[src/rtl/xbar_port_arbiter.sv]
`default_nettype none
// ============================================================================
// Module   : xbar_port_arbiter (with helper onehot_detect)
// Purpose  : Round-robin arbiter for one crossbar output port. Ownership is
//            granted one cycle after a request. It is held until the owner's
//            packet ends, which is a beat with beat_fire and beat_last both
//            set. On that release the next owner is handed over with no idle
//            cycle between packets.
// Ports    : clk        - clock, rising edge
//            rst        - asynchronous active-high reset
//            req        - [NUM_REQ] request / hold bits, one per requester
//            beat_fire  - a data beat moved through the port this cycle
//            beat_last  - that beat ends the packet (qualified by beat_fire)
//            grant      - [NUM_REQ] one-hot owner, zero when idle (registered)
//            grant_id   - [IDW] binary index of grant, zero when idle
//            busy       - port currently owned
//            onehot_err - sticky: grant seen non-one-hot while busy
// Revision : 1.0 - initial release
// ============================================================================

// ----------------------------------------------------------------------------
// onehot_detect : combinational check that exactly one bit of vec is set.
// ----------------------------------------------------------------------------
module onehot_detect #(
  parameter int WIDTH = 4
) (
  input  logic [WIDTH-1:0] vec,
  output logic             is_onehot
);
  // x & (x-1) clears the lowest set bit; zero result means at most one bit.
  assign is_onehot = (vec != '0) && ((vec & (vec - WIDTH'(1))) == '0);
endmodule

module xbar_port_arbiter #(
  parameter  int NUM_REQ = 4,
  localparam int IDW     = (NUM_REQ > 1) ? $clog2(NUM_REQ) : 1
) (
  input  logic               clk,
  input  logic               rst,
  input  logic [NUM_REQ-1:0] req,
  input  logic               beat_fire,
  input  logic               beat_last,
  output logic [NUM_REQ-1:0] grant,
  output logic [IDW-1:0]     grant_id,
  output logic               busy,
  output logic               onehot_err
);

  typedef enum logic [0:0] {
    IDLE  = 1'b0,
    OWNED = 1'b1
  } state_t;

  state_t               state, state_n;
  logic [IDW-1:0]       rr_ptr, rr_ptr_n;
  logic [NUM_REQ-1:0]   grant_n;
  logic [IDW-1:0]       grant_id_n;
  logic                 busy_n;

  logic                 release_beat;
  logic [IDW:0]         owner_inc;
  logic [IDW-1:0]       owner_next;
  logic [IDW-1:0]       start_ptr;
  logic [NUM_REQ-1:0]   req_rot;
  logic                 found;
  logic [IDW-1:0]       offset;
  logic [IDW:0]         pick_sum;
  logic [IDW-1:0]       pick_id;
  logic [NUM_REQ-1:0]   pick_vec;
  logic                 grant_ok;

  assign release_beat = beat_fire & beat_last;

  // Index just past the current owner, wrapped; this becomes the pointer on
  // release and also seeds the same-edge search for the next owner.
  always_comb begin
    owner_inc = {1'b0, grant_id} + (IDW+1)'(1);
    if (owner_inc >= (IDW+1)'(NUM_REQ)) begin
      owner_inc = '0;
    end
    owner_next = owner_inc[IDW-1:0];
  end

  // When OWNED the search is only consumed on release, so it always starts
  // from the post-release pointer rather than the stale rr_ptr.
  assign start_ptr = (state == OWNED) ? owner_next : rr_ptr;

  // Rotate req so the highest-priority requester lands at bit 0, take the
  // first set bit, then map the offset back to an absolute index.
  always_comb begin
    req_rot  = NUM_REQ'({req, req} >> start_ptr);
    found    = 1'b0;
    offset   = '0;
    for (int k = 0; k < NUM_REQ; k++) begin
      if (!found && req_rot[k]) begin
        found  = 1'b1;
        offset = IDW'(k);
      end
    end
    pick_sum = {1'b0, start_ptr} + {1'b0, offset};
    if (pick_sum >= (IDW+1)'(NUM_REQ)) begin
      pick_sum = pick_sum - (IDW+1)'(NUM_REQ);
    end
    pick_id  = pick_sum[IDW-1:0];
    pick_vec = NUM_REQ'(1) << pick_id;
  end

  // Next-state and registered-output values.
  always_comb begin
    state_n    = state;
    rr_ptr_n   = rr_ptr;
    grant_n    = grant;
    grant_id_n = grant_id;
    busy_n     = busy;
    case (state)
      IDLE: begin
        if (found) begin
          state_n    = OWNED;
          grant_n    = pick_vec;
          grant_id_n = pick_id;
          busy_n     = 1'b1;
        end
      end
      OWNED: begin
        // Owner dropping req does not end ownership; only the last beat does.
        if (release_beat) begin
          rr_ptr_n = owner_next;
          if (found) begin
            grant_n    = pick_vec;
            grant_id_n = pick_id;
          end else begin
            state_n    = IDLE;
            grant_n    = '0;
            grant_id_n = '0;
            busy_n     = 1'b0;
          end
        end
      end
      default: begin
        state_n    = IDLE;
        grant_n    = '0;
        grant_id_n = '0;
        busy_n     = 1'b0;
      end
    endcase
  end

  always_ff @(posedge clk or posedge rst) begin
    if (rst) begin
      state    <= IDLE;
      rr_ptr   <= '0;
      grant    <= '0;
      grant_id <= '0;
      busy     <= 1'b0;
    end else begin
      state    <= state_n;
      rr_ptr   <= rr_ptr_n;
      grant    <= grant_n;
      grant_id <= grant_id_n;
      busy     <= busy_n;
    end
  end

  onehot_detect #(
    .WIDTH (NUM_REQ)
  ) u_grant_check (
    .vec       (grant),
    .is_onehot (grant_ok)
  );

  always_ff @(posedge clk or posedge rst) begin
    if (rst) begin
      onehot_err <= 1'b0;
    end else if (busy && !grant_ok) begin
      onehot_err <= 1'b1;
    end
  end

endmodule
`default_nettype wire

[config.mk]
export PLATFORM = sky130hd
export DESIGN_NAME = xbar_port_arbiter
export DESIGN_NICKNAME = d
export VERILOG_FILES = /design/src/rtl/xbar_port_arbiter.sv
export SDC_FILE = /design/constraint.sdc
export NUM_CORES = 1
export LEC_CHECK = 0
export ABC_AREA = 0
export BUFFER_PORTS_ARGS = -buffer_cell sky130_fd_sc_hd__buf_2
export CAP_MARGIN = 20
export CELL_PAD_IN_SITES_DETAIL_PLACEMENT = 1
export CELL_PAD_IN_SITES_GLOBAL_PLACEMENT = 1
export CORE_MARGIN = 2
export CORE_UTILIZATION = 34
export CTS_CLUSTER_DIAMETER = 100
export DETAILED_ROUTE_END_ITERATION = 8
export PLACE_DENSITY_LB_ADDON = 0.1
export RECOVER_POWER = 50
export SKIP_LAST_GASP = 1
export SYNTH_ARGS = -nofsm -noshare
export SYNTH_HDL_FRONTEND = slang
export SYNTH_SLANG_ARGS = --single-unit
[constraint.sdc]
create_clock -name clk -period 2.3 [get_ports clk]
set_input_delay 0.23 -clock clk [delete_from_list [all_inputs] [get_ports clk]]
set_output_delay 0.23 -clock clk [all_outputs]
set_load 0.02 [all_outputs]
# After elaboration in Yosys (flattened, before gate mapping)
# Cells that the tools add are included.
[totals] regBits=11 latchBits=0 ram_bits=0 mem_bits_ro=0 in_bits=8 n_memories=0
[op_classes] n_addsub=4 mul=0 div=0 magnitude_cmp=2 n_eq_ne=3 shift=2 mux=25 bitwise_logic=3 n_reduce_logical=14
[op_table] op="$mux 2" n=8
[op_table] op="$mux 4" n=3
[op_table] op="$mux 1" n=10
[op_table] op="$pmux 4 s2" n=1
[op_table] op="$shr 8x2->4" n=1
[op_table] op="$ge 3x3->1 const B" n=2
[op_table] op="$logic_and 1x1->1" n=5
[op_table] op="$and 4x4->4" n=1
[op_table] op="$logic_not 1->1" n=4
[op_table] op="$logic_not 4->1" n=1
[op_table] op="$ne 2x2->1 const B" n=2
[op_table] op="$pmux 1 s2" n=2
[op_table] op="$pmux 2 s2" n=1
[op_table] op="$reduce_and 2->1" n=2
[op_table] op="$reduce_bool 4->1" n=1
[op_table] op="$shl 1x2->4 const A" n=1
[op_table] op="$sub 4x1->4 const B" n=1
[op_table] op="$add 2x1->3 const B" n=1
[op_table] op="$add 2x2->3" n=1
[op_table] op="$reduce_and 3->1" n=1
[op_table] op="$ne 2x1->1 const B" n=1
[op_table] op="$sub 2x1->2 const B" n=1
[op_table] op="$and 1x1->1" n=1
[op_table] op="$not 1->1" n=1

# Longest topological paths before layout
[logic_depth] depth_word=22 depth_mapped=9 depth_no_buf=9

# Hierarchy
# Synthesis repeated with hierarchy kept, for this count alone.
[unflattened] hier_cells=92 hier_area_um2=807.0
[modules_own_cells] mod="xbar_port_arbiter" n_inst=1 cells_per_inst=88 area_per_inst_um2=769.5 seq_area_each_um2=275.3
[modules_own_cells] mod="onehot_detect" n_inst=1 cells_per_inst=4 area_per_inst_um2=37.5 seq_area_each_um2=0.0

# Worst setup path after synthesis
# OpenSTA, ideal clock, no wires.
[synth_timing] path_kind="reg-to-reg" from="register grant_id[0]" to="register grant[2]" setup_time_ps=90 t_arrival_ps=2225 t_required_ps=2210 slack_ps=-15 stages_incl_launch_ff=9 n_path_buf=0 cell_sequence="dfrtp_1 ha_1 mux2_2 a21oi_1 o221ai_1 o31a_1 ha_1 a211o_1 o221ai_1"
[synth_via] elab_chain_cells=22 elab_cells_between_ends=29
[synth_lines] item="start, declared" line_no="44" rtl="output logic [IDW-1:0] grant_id,"
[synth_lines] item="start signal, assigned" line_no="159" rtl="grant_id <= grant_id_n;"
[synth_lines] item="$add 2x1->3 *" line_no="77" rtl="owner_inc = {1'b0, grant_id} + (IDW+1)'(1);"
[synth_lines] item="$ge 3x3->1" line_no="78" rtl="if (owner_inc >= (IDW+1)'(NUM_REQ)) begin"
[synth_lines] item="$mux 2 *" line_no="78"
[synth_lines] item="net owner_inc[1]" line_no="61" rtl="logic [IDW:0] owner_inc;"
[synth_lines] item="$mux 2 *" line_no="86" rtl="assign start_ptr = (state == OWNED) ? owner_next : rr_ptr;"
[synth_lines] item="$shr 8x2->4" line_no="91" rtl="req_rot = NUM_REQ'({req, req} >> start_ptr);"
[synth_lines] item="$mux 1" line_no="95" rtl="if (!found && req_rot[k]) begin"
[synth_lines] item="$logic_not 1->1" line_no="95"
[synth_lines] item="[7 not listed]"
[synth_lines] item="$mux 2" line_no="95"
[synth_lines] item="$add 2x2->3" line_no="100" rtl="pick_sum = {1'b0, start_ptr} + {1'b0, offset};"
[synth_lines] item="$ge 3x3->1 / $sub 2x1->2 (equally long branches)" line_no="101, 102"
[synth_lines] item="$mux 2" line_no="101" rtl="if (pick_sum >= (IDW+1)'(NUM_REQ)) begin"
[synth_lines] item="$shl 1x2->4" line_no="105" rtl="pick_vec = NUM_REQ'(1) << pick_id;"
[synth_lines] item="$mux 4" line_no="128" rtl="if (found) begin"
[synth_lines] item="$mux 4" line_no="126" rtl="if (release_beat) begin"
[synth_lines] item="$pmux 4 s2" line_no="115" rtl="case (state)"
[synth_lines] item="end signal, assigned" line_no="158" rtl="grant <= grant_n;"
[synth_lines] item="end, declared" line_no="43" rtl="output logic [NUM_REQ-1:0] grant,"
# The timed path passes the listed nets; every way through them passes the cells marked *. The select of a mux whose other input is x is not followed.
# A chain may end at the register's enable or synchronous reset.

# Worst setup path after layout
[layout_timing] from="register grant_id[0]" to="register grant[2]"
[layout_via] elab_chain_cells=22 elab_cells_between_ends=29
[layout_lines] item="$add 2x1->3 *" line_no="77"
[layout_lines] item="$ge 3x3->1" line_no="78"
[layout_lines] item="$mux 2 *" line_no="78"
[layout_lines] item="$mux 2 *" line_no="86"
[layout_lines] item="$shr 8x2->4" line_no="91"
[layout_lines] item="$mux 1" line_no="95"
[layout_lines] item="$logic_not 1->1" line_no="95"
[layout_lines] item="$logic_and 1x1->1" line_no="95"
[layout_lines] item="[6 not listed]"
[layout_lines] item="$mux 2" line_no="95"
[layout_lines] item="$add 2x2->3" line_no="100"
[layout_lines] item="$ge 3x3->1 / $sub 2x1->2 (equally long branches)" line_no="101, 102"
[layout_lines] item="$mux 2" line_no="101"
[layout_lines] item="$shl 1x2->4" line_no="105"
[layout_lines] item="$mux 4" line_no="128"
[layout_lines] item="$mux 4" line_no="126"
[layout_lines] item="$pmux 4 s2" line_no="115"
# Mark *: on every way between the ends. The rest lies on a longest branch, timed or not. The select of a mux whose other input is x is not followed.

==> results.cfg <==
[critical_path]
crit_arrival_ns = 2.38
crit_type = register to register
cp_max_fo = 5
ff2ff_path_depth = 8
start_kind = register
reg2reg_from = grant_id[0]
end_kind = register
r2r_slack_ns = 0.12
r2r-end = grant[2]
cp.required_ns = 2.49

[clocking]
clock_path_buffers = 2
cts_tree = built
clk_latency_ns = 0.28
cts-root-buf = clkbuf_4
numCtsBuffers = 3
clk_pin_slew_worst_paths_ns = 0.08
clock-sinks = 11
htreeDepth = 1

[floorplanning]
initial_core_util_pct = 35.22
dieHeight_um = 48.62
die-area_sq_mm = 0.002364
core_sq_mm = 0.001922
io_pins = 16
std_cell_rows = 16
dieWidth_um = 48.62

[synth]
ys_seq_area_share_pct = 40.67
async_flop_share_pct = 100.0
synth.distinct_cells = 25
yosysWarnings = 0
synth_edf_count = 0
syn_nets = 83
synth_flop_cell = dfrtp_1
synth_seq_cells = 11
syn_inst = 73
synth_area_sq_um = 676.9
avgSynthCellArea_sq_um = 9.273

[global_routing]
use_met1_pct = 20.66
antenna_found_initial = 0
grt_start_max_net_pins = 12
grt_pass1_wl_mm = 3.167
busiest_layer = met2
use_met3_pct = 4.012
grt_overflow = 0
use_met2_pct = 29.68
grt_pass1_vias = 691
track_usage_pct = 17.29

[hold_path]
hold_depth = 3
min_path_type = primary input to register
hold_path.startpoint = req[3]
hold_path_end = state

[final_layout]
layout_common_cells = nand2_1 (14), buf_2 (13), dfrtp_1 (10)
layout_commonest_cell = nand2_1
area_growth_pct = 32.72
diodes = 0
layout.nets = 109
drive_above_1_share_pct = 33.67
final_cell_count_no_fill = 125

[route]
ant_nets = 0
dr_total_vias = 667
drt-total-wl_mm = 1.796
wl_per_cell_um = 14.37
drtIter0Drc = 6
via_per_inst = 5.336
firstDrtPassIters = 3
drc_errors = 0

[run_status]
status = complete, no violations

[timing]
fmax_mhz = 458.3
finalSetupViolCount = 0
skew_ns = 0.007205
hold_viol = 0
period_minus_slack_ns = 2.182
worst_pin_slew_ns = 0.6330
whs_ns = 0.2570
rsz0062_at_grt = false
drv_slew = 0
fin_crit_sh_pct = 94.86
relSlewSlack_pct = 57.35

[power]
power.share.sequential_pct = 26.5
p_leak_uw = 0.0003936
ir_drop_v = 0.0005814
p_sw_share_pct = 42.92
clkPwrFrac_pct = 11.4
p_per_area_mw_per_mm2 = 1353
comb_power_share_pct = 62.1
switching_power_uw = 521.6
power_report.internal_total_uw = 693.8

[place]
hpwlAfterDp_mm = 1.342
gp_congestion = 0.7423
port_buffers = 15
dp_cells = 119

[run]
drv_cap = 0
==> Yosys cell counts (2+ instances only) <==
master	n	area, sq um
nand3_1	3	15.01
dfrtp_1	11	275.3
a21oi_1	4	20.02
nor2_1	5	18.77
nand2b_1	4	25.02
nand2_1	14	52.55
o21ai_0	4	20.02
o31ai_1	2	15.01
o221ai_2	2	30.03
mux2_2	2	22.52
ha_1	2	25.02
nand3b_1	2	15.01
o221ai_1	4	35.03
a21o_1	3	22.52
==> per-layer routing <==
layer  up-vias  wire, um
met2        12       903
met1       329       805
met4         0        27
met5         -         0
met3         3        60
li1        323         -
==> state kept, by name, indices dropped and copies added, names as in the netlist <==
signal and cells:
onehot_err 1, busy 1, grant 4, rr_ptr 2, grant_id 2, state 1
==> worst max path at each step <==
stage | end | slack (ns) | depth (start not counted) | startpoint
global placement | grant[2] | 0.04 | 8 | grant_id[0]
floorplan | grant[2] | 0.01 | 8 | grant_id[0]
finish | grant[2] | 0.12 | 8 | grant_id[0]
global route | grant[2] | 0.01 | 8 | grant_id[0]
CTS | grant[2] | 0.03 | 9 | grant_id[0]
detailed placement | grant[2] | -0.04 | 8 | grant_id[0]
==> worst max-delay path, cell delays in order, from the launching register on <==
cell and delay (ns):
dfrtp_2 0.44, buf_4 0.15, or3b_1 0.43, nand2_1 0.11, buf_4 0.14, o31a_1 0.18, ha_4 0.22, a211o_1 0.27
o221ai_2 0.16
==> cell families after synthesis <==
kind of cell	synth area share, %
buffers and inverters	1.663
muxes	3.327
xor gates and xnor gates	1.294
and+or+nand+nor	20.89
DFF	40.66
AOI/OAI and AO/OA	28.47
adders and majority gates	3.696
==> power by group through the flow <==
| stage | Sequential [uW] | Combinational [uW] | Clock [uW] |
|---|---|---|---|
| after detailed placement | 314 | 631 | 0 |
| after CTS | 312 | 682 | 145 |
| after floorplan | 366 | 371 | 0 |
| after global placement | 312 | 620 | 0 |
| final | 322 | 755 | 139 |
| after global routing | 332 | 840 | 159 |
==> layout make-up <==
type	instances	area, sq um
Fill cell	245	1023
Timing Repair Buffer	22	123.9
Clock inverter	1	5.005
Tap cell	27	33.78
Clock buffer	3	22.52
Multi-Input combinational cell	60	432.9
Sequential cell	11	276.5
Inverter	1	3.754
==> per-stage QoR <==
stage | instance area, sq um | total power [uW] | TNS (ns) | setup slack, ns | util [%]
after floorplan | 678.2 | 737.3 | 0 | 0.01402 | -
after global placement | 817.0 | 931.9 | 0 | 0.03652 | 42.51
after detailed placement | 817.0 | 944.2 | -0.04256 | -0.04251 | 42.51
after CTS | 867.1 | 1140 | 0 | 0.03075 | 45.12
after global routing | 898.4 | 1331 | 0 | 0.01493 | 46.74
final | 898.4 | 1215 | 0 | 0.1182 | 46.74
==> timing repair <==
action | in CTS | in global routing
hold buffers | 1 | 0
resized for setup | 1 | 5
hold endpoints to repair | 11 | 0
pin swaps | 0 | 2
setup endpoints to repair | 2 | 3
setup buffers | 0 | 1
(Power assumes the default switching activity.)
